File: config.mk
export PLATFORM = sky130hd
export DESIGN_NAME = ext_irq_ctrl
export DESIGN_NICKNAME = d
export VERILOG_FILES = /design/src/rtl/ext_irq_ctrl_pkg.sv /design/src/rtl/irq_prio_enc.sv /design/src/rtl/ext_irq_ctrl.sv
export SDC_FILE = /design/constraint.sdc
export NUM_CORES = 1
export LEC_CHECK = 0
export BUFFER_PORTS_ARGS = -buffer_cell sky130_fd_sc_hd__buf_2
export CAP_MARGIN = 10
export CORE_MARGIN = 3
export CORE_UTILIZATION = 42
export CTS_CLUSTER_SIZE = 14
export DETAILED_ROUTE_END_ITERATION = 7
export HOLD_SLACK_MARGIN = 0.1
export PLACE_DENSITY = 0.69
export SLEW_MARGIN = 15
export SYNTH_ARGS = -nofsm -noshare
export SYNTH_HDL_FRONTEND = slang
export SYNTH_SLANG_ARGS = --single-unit
File: constraint.sdc
create_clock -name clk_i -period 2.9 [get_ports clk_i]
set_clock_uncertainty 0.1 [all_clocks]
set_input_delay 0.29 -clock clk_i [delete_from_list [all_inputs] [get_ports clk_i]]
set_output_delay 0.29 -clock clk_i [all_outputs]
set_load 0.1 [all_outputs]
File: src/rtl/ext_irq_ctrl_pkg.sv
// Shared definitions for the external interrupt controller.
//   - ID_W      : width of an interrupt ID (IDs 1..31, 0 = none)
//   - NO_IRQ    : the "no interrupt" ID
//   - REG_*     : word selects on bus_addr_i[3:2]
//   - irq_state_e : controller FSM states
package ext_irq_ctrl_pkg;

  localparam int unsigned ID_W = 5;

  localparam logic [ID_W-1:0] NO_IRQ = '0;

  localparam logic [1:0] REG_ENABLE   = 2'd0;
  localparam logic [1:0] REG_PENDING  = 2'd1;
  localparam logic [1:0] REG_CLAIM    = 2'd2;
  localparam logic [1:0] REG_COMPLETE = 2'd3;

  typedef enum logic [1:0] {
    ST_IDLE    = 2'd0,
    ST_REQ     = 2'd1,
    ST_SERVICE = 2'd2
  } irq_state_e;

endpackage

File: src/rtl/irq_prio_enc.sv
// Lowest-index-wins priority encoder.
//   req   : request vector, bit k maps to ID k+1
//   valid : any request present
//   id    : ID of the lowest-index request, NO_IRQ when none
module irq_prio_enc
  import ext_irq_ctrl_pkg::*;
#(
  parameter int unsigned N = 8
) (
  input  logic [N-1:0]    req,
  output logic            valid,
  output logic [ID_W-1:0] id
);

  // Scan from the top down so the lowest set index is the last assignment.
  always_comb begin
    valid = 1'b0;
    id    = NO_IRQ;
    for (int unsigned i = N; i > 0; i--) begin
      if (req[i-1]) begin
        valid = 1'b1;
        id    = ID_W'(i);
      end
    end
  end

endmodule

File: src/rtl/ext_irq_ctrl.sv
// External interrupt controller driving the machine-external interrupt line.
// Collects NUM_SRC requests into pending bits, raises meip_o for the
// lowest-index enabled pending source, claims it on the rising edge of ack_i
// and releases it on a matching COMPLETE write.
//   clk_i, reset_i   : clock, asynchronous active-high reset
//   irq_src_i        : raw requests (source k -> ID k+1)
//   ack_i            : claim strobe from the CSR unit (rising edge used)
//   meip_o           : registered interrupt request
//   bus_addr_i       : byte address, [3:2] = ENABLE/PENDING/CLAIM/COMPLETE
//   bus_wdata_i      : write data
//   bus_wen_i        : write strobe
//   bus_ren_i        : read strobe
//   bus_rdata_o      : registered read data, valid the cycle after bus_ren_i
//   claim_id_o       : currently claimed ID (0 = none)
module ext_irq_ctrl
  import ext_irq_ctrl_pkg::*;
#(
  parameter int unsigned          NUM_SRC   = 8,
  parameter logic [NUM_SRC-1:0]   EDGE_MASK = 8'hFF
) (
  input  logic               clk_i,
  input  logic               reset_i,
  input  logic [NUM_SRC-1:0] irq_src_i,
  input  logic               ack_i,
  output logic               meip_o,
  input  logic [3:0]         bus_addr_i,
  input  logic [31:0]        bus_wdata_i,
  input  logic               bus_wen_i,
  input  logic               bus_ren_i,
  output logic [31:0]        bus_rdata_o,
  output logic [ID_W-1:0]    claim_id_o
);

  logic [NUM_SRC-1:0] sync1_q, sync2_q, dly_q;
  logic [NUM_SRC-1:0] pending_q, pending_d, enable_q;
  logic [NUM_SRC-1:0] set_vec, eligible, clr_w1c, clr_claim;
  logic               ack_q, ack_rise;
  irq_state_e         state_q, state_d;
  logic               meip_q, meip_d;
  logic               in_service_q, in_service_d;
  logic [ID_W-1:0]    claim_q, claim_d;
  logic               claim_take;
  logic               win_valid;
  logic [ID_W-1:0]    win_id;
  logic [31:0]        rdata_q, rdata_d;
  logic               wr_enable, wr_pending, wr_complete, complete_hit;
  logic               unused_bits;

  assign unused_bits = ^{bus_addr_i[1:0], bus_wdata_i[31:NUM_SRC]};

  assign wr_enable   = bus_wen_i && (bus_addr_i[3:2] == REG_ENABLE);
  assign wr_pending  = bus_wen_i && (bus_addr_i[3:2] == REG_PENDING);
  assign wr_complete = bus_wen_i && (bus_addr_i[3:2] == REG_COMPLETE);
  assign complete_hit = wr_complete && in_service_q &&
                        (bus_wdata_i[ID_W-1:0] == claim_q);

  assign ack_rise = ack_i && !ack_q;

  // Edge sources fire on a synced 0->1, level sources on every synced high cycle.
  assign set_vec  = (sync2_q & ~dly_q & EDGE_MASK) | (sync2_q & ~EDGE_MASK);
  assign eligible = pending_q & enable_q;
  assign clr_w1c  = wr_pending ? bus_wdata_i[NUM_SRC-1:0] : '0;

  // Set is OR-ed after clearing so a new request in the clear cycle survives.
  assign pending_d = (pending_q & ~clr_w1c & ~clr_claim) | set_vec;

  irq_prio_enc #(
    .N (NUM_SRC)
  ) u_prio (
    .req   (eligible),
    .valid (win_valid),
    .id    (win_id)
  );

  always_comb begin
    state_d      = state_q;
    claim_d      = claim_q;
    in_service_d = in_service_q;
    claim_take   = 1'b0;
    unique case (state_q)
      ST_IDLE: begin
        if (win_valid) state_d = ST_REQ;
      end
      ST_REQ: begin
        if (!win_valid) begin
          state_d = ST_IDLE;
        end else if (ack_rise) begin
          claim_d      = win_id;
          in_service_d = 1'b1;
          claim_take   = 1'b1;
          state_d      = ST_SERVICE;
        end
      end
      ST_SERVICE: begin
        if (complete_hit) begin
          claim_d      = NO_IRQ;
          in_service_d = 1'b0;
          state_d      = ST_IDLE;
        end
      end
      default: state_d = ST_IDLE;
    endcase
    meip_d = (state_d == ST_REQ);
  end

  always_comb begin
    clr_claim = '0;
    for (int unsigned i = 0; i < NUM_SRC; i++) begin
      clr_claim[i] = claim_take && (win_id == ID_W'(i + 1));
    end
  end

  // Read mux samples current register values, so a same-cycle write is not visible.
  always_comb begin
    rdata_d = rdata_q;
    if (bus_ren_i) begin
      unique case (bus_addr_i[3:2])
        REG_ENABLE:  rdata_d = 32'(enable_q);
        REG_PENDING: rdata_d = 32'(pending_q);
        REG_CLAIM:   rdata_d = 32'(claim_q);
        default:     rdata_d = '0;
      endcase
    end
  end

  always_ff @(posedge clk_i or posedge reset_i) begin
    if (reset_i) begin
      sync1_q      <= '0;
      sync2_q      <= '0;
      dly_q        <= '0;
      pending_q    <= '0;
      enable_q     <= '0;
      ack_q        <= 1'b0;
      state_q      <= ST_IDLE;
      meip_q       <= 1'b0;
      in_service_q <= 1'b0;
      claim_q      <= NO_IRQ;
      rdata_q      <= '0;
    end else begin
      sync1_q      <= irq_src_i;
      sync2_q      <= sync1_q;
      dly_q        <= sync2_q;
      pending_q    <= pending_d;
      if (wr_enable) enable_q <= bus_wdata_i[NUM_SRC-1:0];
      ack_q        <= ack_i;
      state_q      <= state_d;
      meip_q       <= meip_d;
      in_service_q <= in_service_d;
      claim_q      <= claim_d;
      rdata_q      <= rdata_d;
    end
  end

  assign meip_o      = meip_q;
  assign bus_rdata_o = rdata_q;
  assign claim_id_o  = claim_q;

endmodule

==> run_results.csv, run 1 <==
group,metric,value,unit
worst_hold_path,worst_hold_path_type,"in -> reg",
global_routing,grt_max_degree,58,
global_routing,grt_usage,14.8,%
yosys,synth_top_family_by_area,"compound AO/OA/AOI/OAI gates",
yosys,synth_warnings,0,
yosys,synth_compound_area_share,11.2,%
sta,worst_pin_slew,0.742,ns
cts,root_buffer,"clkbuf_8",
yosys,muxShareOfSynthArea,7.01,%
global_routing,grt_overflow,0,
placed_design,place_inst,315,
sta,finalHoldViolCount,0,
final_layout,register_area,1430,sq um
cts,cts_sinks,57,
final_layout,drive_above_1_share,24.7,%
worst_hold_path,worstHoldPathCells,2,
setup_path,critPathCaptureType,"flop",
global_routing,antenna_found_initial,0,
job,maxCapViolations,0,
setup_path,cp_slowest_cell,"dlygate4sd3_1",
setup_path,regToRegSetupSlack,0.96,ns
sta,fin_crit,2.06,ns
cts,cts_tree,"built",
global_routing,grt_pass1_wl,7260,microns
routing,dr.pass1.iters,4,
final_layout,post-route-cell-area,2900,sq um
floorplan,dieArea,6730,sq um
placed_design,gp_congestion,0.832,
worst_hold_path,hold-path-endpoint,"enable_q[5]$_DFFE_PP0P_",
final_layout,nFillCells,539,
routing,wl_per_cell,12.9,microns
setup_path,rr_startpoint,"pending_q[0]$_DFF_PP0_",
sta,rsz0062_at_grt,"no",
cts,cts_setup_buffers,0,
routing,drt-met1-wl,1960,microns
yosys,synth_top_area_cell,"dfrtp_1",
pwr,p_leak,0.00138,uW
routing,wl_met2,2130,microns
pwr,power.density,880,nW/um^2
setup_path,max_stage_delay,0.52,ns
cts,clock_path_buffers,2,
yosys,synth_ff_type,"dfrtp_1",
setup_path,reg2reg_depth,5,
final_layout,num_antenna_cells,0,
yosys,yosysSeqAreaShare,58.7,%
run_status,status,"finished, final reports clean",
worst_hold_path,hp-start,"bus_wdata_i[5]",
yosys,synth_area_leaders,"dfrtp_1 59%, buf_4 7.7%, mux2_2 3.7%, mux2i_1 3.3%, nand2_1 2.6%",
floorplan,io_pins,87,
sta,tns,0,ns
pwr,ir_drop,0.624,mV
final_layout,syn2layout_area_growth,19.5,%
yosys,synth_area_per_cell,11.5,sq um
routing,routed_wl,4420,microns
yosys,synth_cell_types,39,
routing,final_antenna_net_count,0,
final_layout,multi_input_area,835,sq um
yosys,synth-seq-cells,57,
placed_design,io_buffers,35,
setup_path,crit_type,"in -> reg",
cts,h-tree-depth,3,
setup_path,crit_chain,"dlygate4sd3_1 -> buf_2 -> nand2_1 -> nor4_2 -> nand2_1 -> o311ai_0 -> o21ai_1",
yosys,synth_area,2430,sq um
routing,via_per_inst,4.68,
final_layout,layout_commonest_cell,"dfrtp_1",
setup_path,timing.rr.end,"pending_q[4]$_DFF_PP0_",
final_layout,final_cell_mix,"57 x dfrtp_1, 35 x buf_2, 25 x conb_1",
yosys,synth-edff-count,0,
sta,fin_crit_sh,71.0,%
yosys,synth_top_area_share,58.7,%
cts,clk_pin_slew_worst_paths,0.06,ns
yosys,synth_xor_area_share,1.44,%
cts,clk_latency,0.33,ns
floorplan,core_area,5540,sq um
sta,maxSlewViolCount,0,
yosys,syn_inst,212,
sta,max_slew_margin,50.3,%
routing,routed-via-count,1606,
floorplan,row_count,27,
routing,highest_layer,"met4",
setup_path,cp_data_required_time,2.99,ns
sta,fmaxAchievable,486,MHz
floorplan,fp.dieH,82.0,microns
setup_path,path_max_fanout,4,
final_layout,stdcell_count,343,
setup_path,start_kind,"input port",
routing,drc,0,
setup_path,crit_top_cell,"nand2_1",
yosys,synthSimpleGateAreaFrac,10.9,%
yosys,async_flop_share,100,%
final_layout,nNetsFinal,315,
placed_design,dpl_cell_area,2590,sq um
cts,cts_buffers,9,
floorplan,die_w,82.0,microns
sta,setup_viol,0,
yosys,synthAdderAreaFrac,0,%
routing,wl_met3,291,microns
routing,dr.first_iter.drc_count,110,
global_routing,grt_pass1_vias,1556,
floorplan,initial_core_util,43.8,%
placed_design,hpwl,3100,microns
setup_path,cp.arrival,2.15,ns
## per-stage QoR
stage / hold WS (ns) / util [%] / worst slack (ns) / total power (uW)
floorplan: 0.221 / - / 0.902 / 1720
global placement: 0.232 / 46.7 / 0.998 / 1820
detailed placement: 0.235 / 46.7 / 0.995 / 1840
CTS: 0.102 / 52.4 / 0.875 / 2590
global route: 0.105 / 52.4 / 0.593 / 2690
finish: 0.118 / 52.4 / 0.840 / 2560
## cells in the mapped netlist (2+ instances only)
| library cell | count |
|---|---|
| mux2i_1 | 8 |
| a21oi_1 | 9 |
| nand3_1 | 3 |
| o21bai_1 | 2 |
| buf_4 | 25 |
| o21ai_0 | 4 |
| nand4_1 | 3 |
| buf_2 | 2 |
| o211ai_1 | 2 |
| o21ai_1 | 3 |
| mux2_2 | 8 |
| nor3_1 | 4 |
| clkbuf_1 | 2 |
| dfrtp_1 | 57 |
| inv_1 | 14 |
| a22o_1 | 3 |
| nor2_1 | 13 |
| nand2b_1 | 2 |
| xnor2_1 | 4 |
| a22oi_1 | 4 |
| nand2_1 | 17 |
| nor2b_1 | 2 |
| o22ai_1 | 5 |
## worst max-delay path: cells and delay by family
kind                   cells  cell delay [ns]
and+or+nand+nor            3             0.74
buffers and inverters      2             0.63
AOI/OAI and AO/OA          2             0.49
## layout make-up
| type | count | area share (%) |
|---|---|---|
| Clock buffer | 11 | 4.87 |
| Clock inverter | 5 | 1.90 |
| Inverter | 14 | 1.81 |
| Multi-Input combinational cell | 136 | 28.8 |
| Sequential cell | 57 | 49.1 |
| Tap cell | 72 | 3.10 |
| Timing Repair Buffer | 48 | 10.4 |
## layer usage
layer | up-vias | track usage, %
li1 | 792 | -
met1 | 760 | 18.2
met2 | 49 | 23.6
met3 | 5 | 4.06
met4 | 0 | 7.97
met5 | - | 0
## state kept, by name, summed over array words and instances (netlist names)
signal        cells
bus_rdata_o       8
sync1_q           8
sync2_q           8
dly_q             8
meip_o            1
pending_q         8
enable_q          8
ack_q             1
state_q           2
in_service_q      1
claim_id_o        4
## how the worst max path moves through the flow
stage / start / cells past startpoint / slack [ns] / end
2_1_floorplan: claim_id_o[0]$_DFFE_PP0P_ / 5 / 0.90 / claim_id_o[1]$_DFFE_PP0P_
3_3_place_gp: pending_q[0]$_DFF_PP0_ / 5 / 1.0 / pending_q[4]$_DFF_PP0_
3_5_place_dp: pending_q[0]$_DFF_PP0_ / 5 / 1.0 / pending_q[4]$_DFF_PP0_
4_1_cts: ack_i / 7 / 0.88 / pending_q[4]$_DFF_PP0_
5_1_grt: ack_i / 7 / 0.59 / pending_q[4]$_DFF_PP0_
6_report: ack_i / 7 / 0.84 / pending_q[4]$_DFF_PP0_
## cells by family (layout without fill, tap and decap cells)
kind of cell,count (synthesis),in the layout
buffers and inverters,43,78
AOI/OAI and AO/OA,40,40
muxes,16,16
xor gates and xnor gates,4,4
DFF,57,57
other,1,25
and+or+nand+nor,51,51
## power by group
group	total (uW)	internal, uW	switching [uW]
clock network	719	417	302
logic	833	192	641
registers	1000	907	96.0
## timing repair
| item | 4_1_cts | 5_1_grt |
|---|---|---|
| resized for setup | 0 | 0 |
| hold endpoints to repair | 68 | 0 |
| hold buffers | 12 | 0 |
No activity file was read; power rests on OpenSTA's default activity.
==> run 2: changes to the inputs <==
==> constraint.sdc (replaced) <==
create_clock -name clk_i -period 2 [get_ports clk_i]
set_clock_uncertainty 0.1 [all_clocks]
set_input_delay 0.2 -clock clk_i [delete_from_list [all_inputs] [get_ports clk_i]]
set_output_delay 0.2 -clock clk_i [all_outputs]
set_load 0.1 [all_outputs]
==> run 2 against run 1 <==
Against the previous run:
- count of clock-buffer cells in the layout down 1
- clock power up 70%
- core utilization up 2.3 points
- worst setup slack worse by 0.64 ns
- hold slack better by 0.070 ns
- final cell count up 2.6%
- die area unchanged
- critical endpoint unchanged
==> run_results.csv, run 2 (synthesis results as in run 1) <==
group,metric,value,unit
final_layout,layout_commonest_cell,"dfrtp_1",
floorplan,row_count,27,
setup_path,start_kind,"input port",
sta,finalHoldViolCount,0,
pwr,ir_drop,0.863,mV
placed_design,hpwl,3160,microns
routing,routed-via-count,1642,
cts,clock_path_buffers,2,
job,maxCapViolations,0,
global_routing,antenna_found_initial,0,
setup_path,crit_chain,"dlygate4sd3_1 -> buf_2 -> nand2_1 -> nor4_2 -> nand2_1 -> o311ai_0 -> o21ai_1",
setup_path,regToRegSetupSlack,0.21,ns
sta,fmaxAchievable,555,MHz
sta,rsz0062_at_grt,"no",
routing,routed_wl,4490,microns
final_layout,syn2layout_area_growth,24.8,%
sta,tns,0,ns
cts,clk_latency,0.34,ns
floorplan,dieArea,6730,sq um
final_layout,nNetsFinal,324,
setup_path,crit_family,"buffers and inverters",
setup_path,cp_data_required_time,2.11,ns
pwr,p_leak,0.00144,uW
final_layout,nFillCells,504,
pwr,power.density,1290,nW/um^2
routing,dr.first_iter.drc_count,165,
final_layout,num_antenna_cells,0,
setup_path,crit_buf_inv,2,
floorplan,initial_core_util,43.8,%
floorplan,core_area,5540,sq um
run_status,status,"finished, final reports clean",
routing,drt-met1-wl,2030,microns
setup_path,critPathCaptureType,"flop",
final_layout,final_cell_mix,"57 x dfrtp_1, 35 x buf_2, 25 x conb_1",
global_routing,grt_pass1_vias,1533,
global_routing,grt_usage,15.1,%
setup_path,crit_top_cell,"nand2_1",
cts,cts_sinks,57,
worst_hold_path,hp-start,"bus_wen_i",
sta,worst_pin_slew,0.519,ns
sta,setup_viol,0,
placed_design,io_buffers,35,
cts,clk_pin_slew_worst_paths,0.07,ns
cts,h-tree-depth,3,
global_routing,grt_pass1_wl,7360,microns
sta,whs,0.189,ns
sta,fin_crit_sh,90.0,%
routing,drc,0,
worst_hold_path,worstHoldPathCells,4,
routing,highest_layer,"met4",
floorplan,fp.dieH,82.0,microns
final_layout,multi_input_area,835,sq um
final_layout,final_util,54.7,%
sta,maxSlewViolCount,0,
routing,via_per_inst,4.66,
pwr,finalPower,3900,uW
cts,cts_setup_buffers,0,
final_layout,drive_above_1_share,25.0,%
floorplan,die_w,82.0,microns
setup_path,crit_type,"in -> reg",
global_routing,grt_max_degree,36,
routing,wl_met3,331,microns
routing,dr.pass1.iters,4,
cts,root_buffer,"clkbuf_8",
setup_path,max_stage_delay,0.52,ns
setup_path,reg2reg_depth,5,
setup_path,cp.arrival,1.91,ns
setup_path,path_max_fanout,4,
setup_path,cp_slowest_cell,"dlygate4sd3_1",
final_layout,register_area,1430,sq um
final_layout,post-route-cell-area,3030,sq um
routing,final_antenna_net_count,0,
setup_path,rr_startpoint,"enable_q[5]$_DFFE_PP0P_",
cts,cts_tree,"built",
global_routing,grt_overflow,0,
placed_design,dpl_cell_area,2610,sq um
worst_hold_path,worst_hold_path_type,"in -> reg",
sta,max_slew_margin,65.3,%
worst_hold_path,hold-path-endpoint,"state_q[1]$_DFF_PP0_",
placed_design,gp_congestion,0.897,
setup_path,timing.rr.end,"pending_q[3]$_DFF_PP0_",
cts,cts_buffers,9,
routing,wl_met2,2000,microns
routing,wl_per_cell,12.8,microns
floorplan,io_pins,87,
sta,fin_crit,1.80,ns
run 2: worst max path at each step:
| stage | from | to | cells past startpoint |
|---|---|---|---|
| finish | ack_i | pending_q[4]$_DFF_PP0_ | 7 |
| global route | pending_q[2]$_DFF_PP0_ | claim_id_o[0]$_DFFE_PP0P_ | 5 |
| global placement | pending_q[5]$_DFF_PP0_ | pending_q[3]$_DFF_PP0_ | 5 |
| floorplan | claim_id_o[0]$_DFFE_PP0P_ | claim_id_o[1]$_DFFE_PP0P_ | 5 |
| detailed placement | enable_q[5]$_DFFE_PP0P_ | pending_q[3]$_DFF_PP0_ | 5 |
| CTS | enable_q[5]$_DFFE_PP0P_ | pending_q[3]$_DFF_PP0_ | 5 |
run 2: per-stage QoR:
| stage | worst slack [ns] | std cells |
|---|---|---|
| after global routing | 0.0613 | 352 |
| after CTS | 0.191 | 352 |
| after global placement | 0.222 | 317 |
| after floorplan | 0.00159 | 236 |
| after detailed placement | 0.219 | 317 |
| final | 0.199 | 352 |
run 2: tightest hold or removal path: cells and delay by family:
kind                   cells  cell delay (ns)
AOI/OAI and AO/OA          1             0.12
buffers and inverters      1             0.11
and+or+nand+nor            2             0.17
run 2: layer usage:
layer  GRT usage [%]  up-vias
li1                -      813
met1            18.9      756
met2            22.6       59
met3            5.59       14
met4            8.31        0
met5               0        -
run 2: power breakdown:
group / internal [uW] / leakage [uW] / total (uW) / switching (uW)
logic: 294 / 0.000667 / 1220 / 929
registers: 1310 / 0.000658 / 1450 / 138
clock network: 739 / 0.000113 / 1220 / 482
run 2: cell type report:
| type | instances | area share (%) |
|---|---|---|
| Sequential cell | 57 | 47.0 |
| Tap cell | 72 | 2.97 |
| Multi-Input combinational cell | 136 | 27.5 |
| Timing Repair Buffer | 57 | 13.2 |
| Clock buffer | 10 | 4.54 |
| Inverter | 14 | 1.73 |
| Clock inverter | 6 | 2.97 |
run 2: repair_timing:
action                    CTS  global route
resized for setup           0             0
hold buffers               19             0
hold endpoints to repair   43             0
==> run 3: changes to the inputs <==
--- a/config.mk
+++ b/config.mk
@@ -7,12 +7,14 @@
 export LEC_CHECK = 0
 export BUFFER_PORTS_ARGS = -buffer_cell sky130_fd_sc_hd__buf_2
 export CAP_MARGIN = 10
+export CELL_PAD_IN_SITES_DETAIL_PLACEMENT = 1
+export CELL_PAD_IN_SITES_GLOBAL_PLACEMENT = 1
 export CORE_MARGIN = 3
-export CORE_UTILIZATION = 42
+export CORE_UTILIZATION = 37
 export CTS_CLUSTER_SIZE = 14
 export DETAILED_ROUTE_END_ITERATION = 7
 export HOLD_SLACK_MARGIN = 0.1
-export PLACE_DENSITY = 0.69
+export PLACE_DENSITY_LB_ADDON = 0.1
 export SLEW_MARGIN = 15
 export SYNTH_ARGS = -nofsm -noshare
 export SYNTH_HDL_FRONTEND = slang
==> constraint.sdc (replaced) <==
create_clock -name clk_i -period 1.7 [get_ports clk_i]
set_clock_uncertainty 0.1 [all_clocks]
set_input_delay 0.17 -clock clk_i [delete_from_list [all_inputs] [get_ports clk_i]]
set_output_delay 0.17 -clock clk_i [all_outputs]
set_load 0.1 [all_outputs]
==> run 3 against run 2 <==
Against the previous run:
- the flow now finishes with violations (setup timing)
- critical endpoint is now pending_q[5]$_DFF_PP0_
- first-iteration DRC count is 64% lower
- die area increased by 12%
- non-clock buffer count rose by 33
- combinational power rose by 52%
- final cell count up 10%
- sequential share of layout area decreased by 4.7 points
- global-route usage increased by 2.1 points
- critical path depth shrank 1
- sequential power up 17%
- final area up 12%
==> run_results.csv, run 3 (synthesis results as in run 1) <==
group,metric,value,unit
run_status,status,"finished with violations",
run_status,violations,"setup timing",
cts,clk_latency,0.33,ns
setup_path,cp_slowest_cell,"dfrtp_1",
floorplan,row_count,28,
final_layout,nNetsFinal,357,
routing,routed-via-count,1832,
placed_design,io_buffers,35,
pwr,power.density,1470,nW/um^2
setup_path,cp.arrival,1.83,ns
sta,max_slew_margin,64.4,%
placed_design,post-place-ws,-0.0938,ns
floorplan,die_w,87.0,microns
global_routing,antenna_found_initial,0,
floorplan,dieArea,7570,sq um
setup_path,cp_data_required_time,1.81,ns
setup_path,crit_family,"compound AO/OA/AOI/OAI gates",
sta,fmaxAchievable,581,MHz
sta,fin_crit_sh,101,%
pwr,p_leak,0.00160,uW
cts,clock_path_buffers,2,
setup_path,start_kind,"flop",
sta,setup_viol,2,
global_routing,grt_max_degree,30,
global_routing,gr-usage-met3,4.35,%
setup_path,path_max_fanout,4,
setup_path,critPathCaptureType,"flop",
floorplan,io_pins,87,
sta,finalHoldViolCount,0,
cts,h-tree-depth,3,
sta,rsz0062_at_grt,"yes",
placed_design,hpwl,4270,microns
setup_path,crit_chain,"nand2_1 -> a32o_2 -> a311o_1 -> buf_6 -> o211ai_1 -> o21ai_1",
setup_path,crit_type,"reg -> reg",
global_routing,grt_overflow,0,
floorplan,core_area,6130,sq um
floorplan,initial_core_util,39.6,%
final_layout,syn2layout_area_growth,39.2,%
global_routing,grt_pass1_vias,1937,
cts,cts_buffers,9,
routing,dr.first_iter.drc_count,59,
global_routing,grt_pass1_wl,9650,microns
routing,wl_per_cell,15.4,microns
sta,fin_crit,1.72,ns
cts,clk_pin_slew_worst_paths,0.06,ns
global_routing,busiest_layer,"met2",
sta,maxSlewViolCount,0,
setup_path,crit_buf_inv,1,
final_layout,nFillCells,689,
final_layout,layout_commonest_cell,"dfrtp_1",
placed_design,gp_congestion,0.775,
final_layout,num_antenna_cells,0,
cts,root_buffer,"clkbuf_8",
cts,cts_tree,"built",
sta,worst_pin_slew,0.532,ns
pwr,ir_drop,0.937,mV
routing,via_per_inst,4.72,
global_routing,grt_usage,17.2,%
routing,routed_wl,5970,microns
sta,fin_ws,-0.0212,ns
routing,final_antenna_net_count,0,
final_layout,drive_above_1_share,36.4,%
final_layout,final_cell_mix,"52 x dfrtp_1, 35 x buf_2, 33 x buf_4",
setup_path,max_stage_delay,0.41,ns
routing,drc,0,
global_routing,gr-usage-met1,22.1,%
floorplan,fp.dieH,87.0,microns
global_routing,use_met2,27.5,%
routing,dr.pass1.iters,4,
job,maxCapViolations,0,
cts,cts_sinks,57,
worst_hold_path,worst_hold_path_type,"in -> reg",
sta,tns,-0.0360,ns
-- run 3: stage by stage --
step | total power, uW | hold slack (ns) | utilization, % | instance area (sq um) | cells
2_1_floorplan | 2950 | 0.101 | - | 2530 | 236
3_3_place_gp | 3360 | 0.136 | 46.5 | 2850 | 350
3_5_place_dp | 3400 | 0.143 | 46.5 | 2850 | 350
4_1_cts | 4910 | 0.101 | 53.8 | 3300 | 387
5_1_grt | 5230 | 0.114 | 55.1 | 3380 | 388
6_report | 4980 | 0.110 | 55.1 | 3380 | 388
-- run 3: tightest hold or removal path: cells and delay by family --
family          cells  cell delay (ns)
compound gates      2             0.16
buf+inv             1             0.11
simple gates        1             0.07
-- run 3: worst paths after layout --
| path | start | endpoint | slack [ns] | cells after the start |
|---|---|---|---|---|
| setup / recovery | pending_q[5]$_DFF_PP0_ | pending_q[5]$_DFF_PP0_ | -0.02 | 6 |
| hold / removal | bus_wdata_i[4] | pending_q[4]$_DFF_PP0_ | 0.11 | 4 |
| setup reg to reg | pending_q[5]$_DFF_PP0_ | pending_q[5]$_DFF_PP0_ | -0.02 | 6 |
| hold reg to reg | sync1_q[4]$_DFF_PP0_ | sync2_q[4]$_DFF_PP0_ | 0.25 | 0 |
| max in group asynchronous | reset_i | state_q[1]$_DFF_PP0_ | 0.65 | 4 |
| min in group asynchronous | reset_i | dly_q[3]$_DFF_PP0_ | 0.33 | 3 |
-- run 3: where the power goes --
group | internal (uW) | switching [uW] | total [uW]
sequential | 1560 | 148 | 1700
clock | 908 | 512 | 1420
combinational | 589 | 1270 | 1860
total | 3050 | 1930 | 4980
-- run 3: area by class of cell --
type,instances,area [sq um],share of cell area (%)
clock buffer,14,163,4.81
clock inverter,2,60.1,1.78
inverter,14,56.3,1.67
multi-input combinational,136,921,27.2
sequential,57,1430,42.4
tap,75,93.8,2.78
timing repair buffer,90,654,19.4
-- run 3: repair_timing --
action,in CTS,in global routing
setup endpoints to repair,4,9
hold buffers,20,0
pin swaps,5,5
setup buffers,1,3
gates resized for setup,3,16
hold endpoints to repair,48,0
-- run 3: metal layers --
metal / share of wire, % / vias to the layer above
met4: 0.96 / 0
met5: 0 / -
met3: 5.5 / 6
met1: 45 / 897
met2: 48 / 57
li1: - / 872
